==> config.mk <==
export PLATFORM = sky130hd
export DESIGN_NAME = ifu_fetch
export DESIGN_NICKNAME = d
export VERILOG_FILES = /design/src/rtl/ifu_fetch.sv
export SDC_FILE = /design/constraint.sdc
export NUM_CORES = 1
export LEC_CHECK = 0
export CAP_MARGIN = 20
export CORE_MARGIN = 10
export CORE_UTILIZATION = 50
export DETAILED_ROUTE_END_ITERATION = 16
export GPL_ROUTABILITY_DRIVEN = 0
export GPL_TIMING_DRIVEN = 0
export PLACE_DENSITY = 0.81
export SYNTH_ARGS = -nofsm -noshare
export SYNTH_HDL_FRONTEND = slang
export SYNTH_SLANG_ARGS = --single-unit
==> constraint.sdc <==
create_clock -name clk -period 2.7 [get_ports clk]
set_clock_uncertainty 0.05 [all_clocks]
set_input_delay 0.27 -clock clk [delete_from_list [all_inputs] [get_ports clk]]
set_output_delay 0.27 -clock clk [all_outputs]
set_load 0.005 [all_outputs]
==> src/rtl/ifu_fetch.sv <==
// Instruction fetch stage: owns the PC, issues one aligned imem read per
// instruction, holds the returned word for decode under valid/ready, and
// applies PC redirects while discarding any fetch that became stale.
module ifu_fetch #(
    parameter logic [31:0] RESET_PC = 32'h8000_0000
) (
    input  logic        clk,
    input  logic        rst_n,
    output logic        imem_req_valid,
    input  logic        imem_req_ready,
    output logic [31:0] imem_req_addr,
    input  logic        imem_rsp_valid,
    input  logic [31:0] imem_rsp_data,
    input  logic        imem_rsp_err,
    output logic        inst_valid,
    input  logic        inst_ready,
    output logic [31:0] inst,
    output logic [31:0] inst_pc,
    output logic        inst_fault,
    input  logic        redirect_valid,
    input  logic [31:0] redirect_pc
);

    typedef enum logic [1:0] {S_BOOT, S_REQ, S_WAIT, S_HOLD} state_t;

    state_t      r_state, w_state_nx;
    logic [31:0] r_pc, w_pc_nx;
    logic [31:0] r_pend, w_pend_nx;     // redirect target waiting for the in-flight fetch to drain
    logic        r_kill, w_kill_nx;     // in-flight fetch is stale; replace pc with r_pend when it returns
    logic [31:0] r_inst, w_inst_nx;
    logic [31:0] r_inst_pc, w_inst_pc_nx;
    logic        r_fault, w_fault_nx;
    logic        w_misal;
    logic        w_acc;

    // A misaligned pc never reaches imem; REQ turns it straight into a faulting slot.
    assign w_misal        = (r_pc[1:0] != 2'b00);
    assign imem_req_valid = (r_state == S_REQ) && !w_misal;
    assign imem_req_addr  = {r_pc[31:2], 2'b00};
    assign w_acc          = imem_req_valid && imem_req_ready;

    assign inst_valid = (r_state == S_HOLD);
    assign inst       = r_inst;
    assign inst_pc    = r_inst_pc;
    assign inst_fault = r_fault;

    // Next-state, pc and held-instruction logic.
    always_comb begin
        w_state_nx   = r_state;
        w_pc_nx      = r_pc;
        w_pend_nx    = r_pend;
        w_kill_nx    = r_kill;
        w_inst_nx    = r_inst;
        w_inst_pc_nx = r_inst_pc;
        w_fault_nx   = r_fault;
        case (r_state)
            S_BOOT: begin
                w_state_nx = S_REQ;
                if (redirect_valid) w_pc_nx = redirect_pc;
            end
            S_REQ: begin
                if (w_misal) begin
                    // Nothing is in flight, so a redirect simply replaces the pc.
                    if (redirect_valid) begin
                        w_pc_nx = redirect_pc;
                    end else begin
                        w_state_nx   = S_HOLD;
                        w_inst_nx    = 32'h0;
                        w_inst_pc_nx = r_pc;
                        w_fault_nx   = 1'b1;
                    end
                end else begin
                    // The live request is never withdrawn; remember the target
                    // and kill the response it produces.
                    if (redirect_valid) begin
                        w_pend_nx = redirect_pc;
                        w_kill_nx = 1'b1;
                    end
                    if (w_acc) w_state_nx = S_WAIT;
                end
            end
            S_WAIT: begin
                if (redirect_valid) begin
                    w_pend_nx = redirect_pc;
                    w_kill_nx = 1'b1;
                end
                if (imem_rsp_valid) begin
                    if (redirect_valid || r_kill) begin
                        w_pc_nx    = redirect_valid ? redirect_pc : r_pend;
                        w_kill_nx  = 1'b0;
                        w_state_nx = S_REQ;
                    end else begin
                        w_state_nx   = S_HOLD;
                        w_inst_nx    = imem_rsp_err ? 32'h0 : imem_rsp_data;
                        w_inst_pc_nx = r_pc;
                        w_fault_nx   = imem_rsp_err;
                    end
                end
            end
            S_HOLD: begin
                // Redirect beats a coincident IDU handshake.
                if (redirect_valid) begin
                    w_pc_nx    = redirect_pc;
                    w_state_nx = S_REQ;
                end else if (inst_ready) begin
                    w_pc_nx    = r_pc + 32'd4;
                    w_state_nx = S_REQ;
                end
            end
            default: w_state_nx = S_BOOT;
        endcase
    end

    // State and datapath registers.
    always_ff @(posedge clk or negedge rst_n) begin
        if (!rst_n) begin
            r_state   <= S_BOOT;
            r_pc      <= RESET_PC;
            r_pend    <= 32'h0;
            r_kill    <= 1'b0;
            r_inst    <= 32'h0;
            r_inst_pc <= 32'h0;
            r_fault   <= 1'b0;
        end else begin
            r_state   <= w_state_nx;
            r_pc      <= w_pc_nx;
            r_pend    <= w_pend_nx;
            r_kill    <= w_kill_nx;
            r_inst    <= w_inst_nx;
            r_inst_pc <= w_inst_pc_nx;
            r_fault   <= w_fault_nx;
        end
    end

endmodule

==> key figures, run 1 <==
Critical path
  • Critical R2R Launch: r_state[1]
  • CP dominant cell by count: inv_1
  • Arrival @ worst endpoint: 2280 ps
  • R2R Setup Slk: 130 ps
  • Worst reg2reg path endpoint: r_pc[26]
  • Reg2Reg Depth: 7
  • Critical path class: reg -> out
  • Cell family with most CP delay: buffers and inverters
  • Largest stage delay, worst path: 540 ps
  • Startpoint Class: flop
  • Cells along the critical path: inv_1 > ha_1 > inv_1 > nor2_4 > clkbuf_4 > clkdlybuf4s50_1
  • WP data required: 2380 ps
  • WP buf/inv: 4
  • Critical Path End Type: primary output
  • Worst path slowest cell: clkdlybuf4s50_1
  • Critical path peak fanout: 10

Synth
  • Synth Cell Area: 6700 µm²
  • Flop and latch count out of synthesis: 132
  • Synth Instances: 615
  • Post-synth EDFFs: 0
  • Avg Inst Size Synth: 10.9 µm²
  • Synth cell types: 59
  • Share of the synthesized area in the top cell type: 48.9%
  • Predominant post-synthesis flop cell: dfrtp_1
  • Synth async-reset ratio: 100%
  • Yosys warning total: 0
  • Largest area contributor in the netlist: dfrtp_1
  • Ranking of synthesized cells by area: dfrtp_1, mux2_2, mux2i_1, buf_4, nand2_1
  • Register area share after synthesis: 49.3%

Outcome
  • Status: completed

Final layout
  • Design area: 9210 µm²
  • # fillers: 949
  • Post-layout utilization of the core: 69.8%
  • Area Growth Syn to Fin: 37.5%
  • Most frequent cells in the layout: clkdlybuf4s50_1, dfrtp_1, mux2_2
  • Commonest non-fill, non-tap cell in the layout: clkdlybuf4s50_1
  • # diodes: 0
  • Share of layout cells above drive strength 1: 19.3%
  • Nets@finish: 879
  • Layout Cells excl Fill: 991

CTS
  • Clock sinks: 132
  • CTS buffer count: 17
  • CTS tree: yes
  • Worst-path clk slew: 50 ps
  • Clock Latency Late Sink: 420 ps
  • Setup Fix Bufs, Post-CTS: 0
  • Clk root buf: clkbuf_16
  • Max Root-Sink Buffers: 2
  • Htree depth: 4

GRT
  • Initial antenna violation count: 0
  • Vias in the first global route: 6,008
  • Global-route wire length before repair: 31,500 µm
  • Grt ovf: 0
  • Largest net degree at the start of global routing: 97
  • Gr usage total: 21.6%

Route
  • First-pass iteration count of the detailed router: 6
  • Antenna-violating nets left: 0
  • Vias per inst: 5.80
  • DR iter-0 viols: 533
  • DRT Wirelength: 20,000 µm
  • Avg WL per Cell: 20.2 µm
  • DR DRC count: 0
  • Vias: 5,746

Power and ir drop
  • VDD IR max: 0.712 mV
  • Power Total: 11.0 mW
  • Pwr dens: 1200 nW/µm²
  • Leakage: 3.87 nW

STA
  • Final hold viol count: 0
  • Setup TNS: 0 ps
  • Worst-Margin Slew: 789 ps
  • Max Freq: 385 MHz
  • Pins Over Slew Limit: 0
  • # setup viols final: 0
  • Period utilization: 96.1%
  • Slew HR: 46.9%
  • Final hold slack: 264 ps
  • Minimum clock period after layout: 2600 ps
  • Final WS setup: 104 ps

Floorplanning
  • Core Footprint: 13,200 µm²
  • Die X: 136 µm
  • DIE HEIGHT: 136 µm
  • Rows: 42
  • Starting Density: 50.8%
  • Die area: 18,400 µm²
  • # IOs: 170

Job
  • Max cap viols: 0

Placement
  • Inst Count DP: 961
  • Port Buf Inserts: 167
  • Post-DP Area: 8630 µm²
  • Setup WS pre-CTS: -77.0 ps
  • Dpl hpwl: 14,600 µm

Min path
  • Worst min path class: in -> async
==> sequential cells by signal, summed over array words and instances, names as in the netlist <==
name        count
inst_fault      1
r_kill          1
r_pend         32
inst_pc        32
inst           32
r_state         2
r_pc           32
==> worst max path at each step <==
stage | startpoint | to | slack [ps] | cells past startpoint
4_1_cts | r_state[1] | imem_req_valid | 30 | 6
5_1_grt | r_state[1] | imem_req_valid | -4 | 6
6_report | r_state[1] | imem_req_valid | 100 | 6
3_5_place_dp | r_state[0] | r_pc[26] | -80 | 9
3_3_place_gp | rst_n | inst_pc[20] | -3850 | 1
2_1_floorplan | r_state[0] | r_pc[25] | 430 | 9
==> cell type report <==
class	count	area, µm²	share of cell area [%]
Clock buffer	25	495	5.38
Sequential cell	132	3300	35.9
Clock inverter	5	50.0	0.544
Inverter	44	165	1.79
Timing Repair Buffer	170	1720	18.6
Tap cell	176	220	2.39
Buffer	73	423	4.59
Multi-Input combinational cell	366	2830	30.8
==> what timing repair did <==
item | in CTS | in global routing
gates cloned | 0 | 0
hold buffers | 1 | 0
resized for setup | 4 | 2
hold endpoints to repair | 36 | 0
setup endpoints to repair | 11 | 14
==> cells by family (layout without fill, tap and decap cells) <==
| family | count (synthesis) | in the layout | share of synthesized area [%] |
|---|---|---|---|
| AO/OA/AOI/OAI | 143 | 143 | 15.7 |
| multiplexers | 102 | 102 | 16.5 |
| adder cells (fa/ha/maj) | 4 | 4 | 0.747 |
| flip-flops | 132 | 132 | 49.3 |
| AND/OR/NAND/NOR | 115 | 115 | 8.93 |
| other | 1 | 2 | 0.0560 |
| buffers and inverters | 118 | 317 | 8.78 |
==> where the power goes <==
part	leakage [nW]	switching [mW]	internal, mW
logic	1.95	2.31	2.94
registers	1.65	0.778	2.87
clock network	0.273	0.790	1.35
==> synthesized netlist by cell type (12+ instances only) <==
cell type	number
a21oi_1	13
a22oi_1	12
buf_2	14
buf_4	32
clkbuf_1	24
dfrtp_1	131
inv_1	44
mux2_2	67
mux2i_1	35
nand2_1	49
o211ai_1	19
o21ai_0	33
==> metal layers <==
layer	GRT usage (%)	routed length, µm
met1	26.0	8110
met2	33.9	9370
met3	7.23	2030
met4	10.5	499
met5	0	0
No activity file was read; power rests on OpenSTA's default activity.
==> run 2, diff against run 1 <==
--- a/config.mk
+++ b/config.mk
@@ -7,11 +7,11 @@
 export LEC_CHECK = 0
 export CAP_MARGIN = 20
 export CORE_MARGIN = 10
-export CORE_UTILIZATION = 50
+export CORE_UTILIZATION = 37
 export DETAILED_ROUTE_END_ITERATION = 16
 export GPL_ROUTABILITY_DRIVEN = 0
 export GPL_TIMING_DRIVEN = 0
-export PLACE_DENSITY = 0.81
+export SLEW_MARGIN = 20
 export SYNTH_ARGS = -nofsm -noshare
 export SYNTH_HDL_FRONTEND = slang
 export SYNTH_SLANG_ARGS = --single-unit
==> run 2 against run 1 <==
Net effect: utilization decreased by 18 points; global-route usage shrank 4.2 points; final cell count grew 5.2%; sequential power about the same; register-to-register slack barely moved; setup slack better by 29 ps; die area rose by 30%; critical path depth grew 3; clock power about the same; combinational power up 0.8%; flip-flop and latch count did not move; hold slack better by 90 ps.
==> key figures, run 2 (same netlist as run 1, synthesis figures left out) <==
GRT
  • Initial antenna violation count: 0 (unchanged)
  • Vias in the first global route: 5,887 (was 6,008)
  • Grt ovf: 0 (unchanged)
  • Global-route wire length before repair: 33,500 µm (was 31,500 µm)
  • Largest net degree at the start of global routing: 74 (was 97)
  • Gr usage total: 17.4% (was 21.6%)

STA
  • Worst-Margin Slew: 928 ps (was 789 ps)
  • Final hold viol count: 0 (unchanged)
  • # setup viols final: 0 (unchanged)
  • Slew HR: 37.6% (was 46.9%)
  • Pins Over Slew Limit: 0 (unchanged)
  • RSZ-0062 raised after global routing: no
  • Period utilization: 95.1% (was 96.1%)
  • Max Freq: 390 MHz (was 385 MHz)
  • Minimum clock period after layout: 2570 ps (was 2600 ps)
  • Final hold slack: 354 ps (was 264 ps)
  • Setup TNS: 0 ps (unchanged)

CTS
  • CTS tree: yes (unchanged)
  • Max Root-Sink Buffers: 2 (unchanged)
  • Worst-path clk slew: 50 ps (about the same)
  • Clock Latency Late Sink: 420 ps (about the same)
  • Htree depth: 4 (unchanged)
  • Clk root buf: clkbuf_16 (unchanged)
  • CTS buffer count: 17 (unchanged)
  • Clock sinks: 132 (unchanged)

Critical path
  • Worst path slowest cell: dfrtp_1 (was clkdlybuf4s50_1)
  • Critical path peak fanout: 10 (unchanged)
  • Critical Path End Type: flop (was primary output)
  • Cell family with most CP delay: buffers and inverters (unchanged)
  • Startpoint Class: flop (unchanged)
  • CP dominant cell by count: buf_2 (was inv_1)
  • Arrival @ worst endpoint: 2780 ps (was 2280 ps)
  • Largest stage delay, worst path: 410 ps (was 540 ps)
  • Cells along the critical path: inv_1 > ha_1 > buf_2 > mux2_2 > o221ai_4 > or2_2 > buf_2 > buf_2 > o211ai_1 (was inv_1 > ha_1 > inv_1 > nor2_4 > clkbuf_4 > clkdlybuf4s50_1)
  • WP data required: 2920 ps (was 2380 ps)
  • Critical path class: reg -> reg (was reg -> out)
  • R2R Setup Slk: 130 ps (about the same)
  • WP buf/inv: 4 (unchanged)

Floorplanning
  • Die X: 155 µm (was 136 µm)
  • Rows: 49 (was 42)
  • Starting Density: 37.4% (was 50.8%)
  • DIE HEIGHT: 155 µm (was 136 µm)
  • Core Footprint: 17,900 µm² (was 13,200 µm²)
  • Die area: 23,900 µm² (was 18,400 µm²)
  • # IOs: 170 (unchanged)

Route
  • DR iter-0 viols: 521 (was 533)
  • Vias: 5,666 (was 5,746)
  • Vias per inst: 5.43 (was 5.80)
  • Antenna-violating nets left: 0 (unchanged)
  • DR DRC count: 0 (unchanged)
  • DRT Wirelength: 21,100 µm (was 20,000 µm)
  • Avg WL per Cell: 20.2 µm (about the same)
  • First-pass iteration count of the detailed router: 5 (was 6)

Min path
  • Worst min path class: in -> reg (was in -> async)

Final layout
  • Area Growth Syn to Fin: 38.6% (was 37.5%)
  • # fillers: 1,612 (was 949)
  • Nets@finish: 878 (was 879)
  • # diodes: 0 (unchanged)
  • Share of layout cells above drive strength 1: 19.5% (was 19.3%)
  • Commonest non-fill, non-tap cell in the layout: clkdlybuf4s50_1 (unchanged)
  • Most frequent cells in the layout: clkdlybuf4s50_1, dfrtp_1, mux2_2 (unchanged)

Power and ir drop
  • Switch share: 35.5% (was 35.2%)
  • Int Pwr: 7.16 mW (was 7.15 mW)
  • Comb pwr share: 47.6% (about the same)
  • Clk pwr share: 19.4% (was 19.3%)
  • Pwr dens: 1190 nW/µm² (was 1200 nW/µm²)
  • Leakage: 3.87 nW (about the same)
  • VDD IR max: 0.658 mV (was 0.712 mV)
  • Switching pwr: 3.93 mW (was 3.88 mW)
  • Sequential Power Share: 32.9% (was 33.1%)
  • Power Total: 11.1 mW (was 11.0 mW)

Outcome
  • Status: completed (unchanged)

Placement
  • Port Buf Inserts: 167 (unchanged)
  • Dpl hpwl: 15,400 µm (was 14,600 µm)

Job
  • Max cap viols: 0 (unchanged)
[run 2: cell types whose count changed in the layout (fill, tap and decap cells not counted)]
cell and delta:
buf_2 -1, buf_4 +1, buf_6 -1, buf_8 +1
clkbuf_4 -1, ha_1 -1, ha_2 +1, nand2b_1 -1
nand2b_2 +1, nor4_1 -1, nor4_2 +1
[run 2: what timing repair did]
action,CTS,global route
resized for setup,4,5
endpoints found under the hold margin,72,0
setup endpoints to repair,11,10
setup buffers,0,0
hold buffers,1,0
[run 2: worst paths after layout]
kind,cells past startpoint,endpoint,startpoint
max,9,r_pc[29],r_state[0]
min,3,inst[28],imem_rsp_data[28]
max reg2reg,9,r_pc[29],r_state[0]
min reg2reg,1,inst_pc[30],inst_pc[30]
max in group asynchronous,3,r_pc[31],rst_n
min in group asynchronous,2,inst[28],rst_n
[run 2: stage by stage]
stage / instances / cell area, µm² / worst slack, ps / util [%]
final: 1043 / 9280 / 133 / 51.9
after CTS: 1043 / 9260 / 35.3 / 51.7
after global placement: 1012 / 8660 / -4140 / 48.4
after floorplan: 616 / 6700 / 427 / -
after detailed placement: 1013 / 8700 / -70.7 / 48.6
after global routing: 1043 / 9280 / 17.1 / 51.9
[run 2: worst reg2reg max path, cell delays in order, from the launching register on]
cell,delay (ps)
dfrtp_1,410
inv_1,70
ha_1,130
buf_2,200
mux2_2,390
o221ai_4,270
or2_2,180
buf_2,250
buf_2,310
o211ai_1,150
[run 2: area by class of cell]
type	instances	area [µm²]	area share [%]
buffer	73	423	4.56
sequential	132	3300	35.6
tap	229	287	3.09
inverter	44	165	1.78
multi-input combinational	366	2850	30.6
timing repair buffer	169	1710	18.5
clock inverter	5	50.0	0.539
clock buffer	25	495	5.34
[run 2: per-layer routing]
metal / global-route usage [%] / wire length, µm
met1: 22.5 / 9460
met2: 26.9 / 9510
met3: 5.44 / 1720
met4: 6.07 / 395
met5: 0 / 0
[run 2: power by group through the flow]
stage	Combinational, mW	Clock (mW)	Sequential (mW)
after CTS	5.31	2.20	3.64
final	5.29	2.16	3.65
after floorplan	3.09	0	3.46
after global routing	5.72	2.31	3.78
after detailed placement	5.26	0	3.67
after global placement	5.14	0	3.60
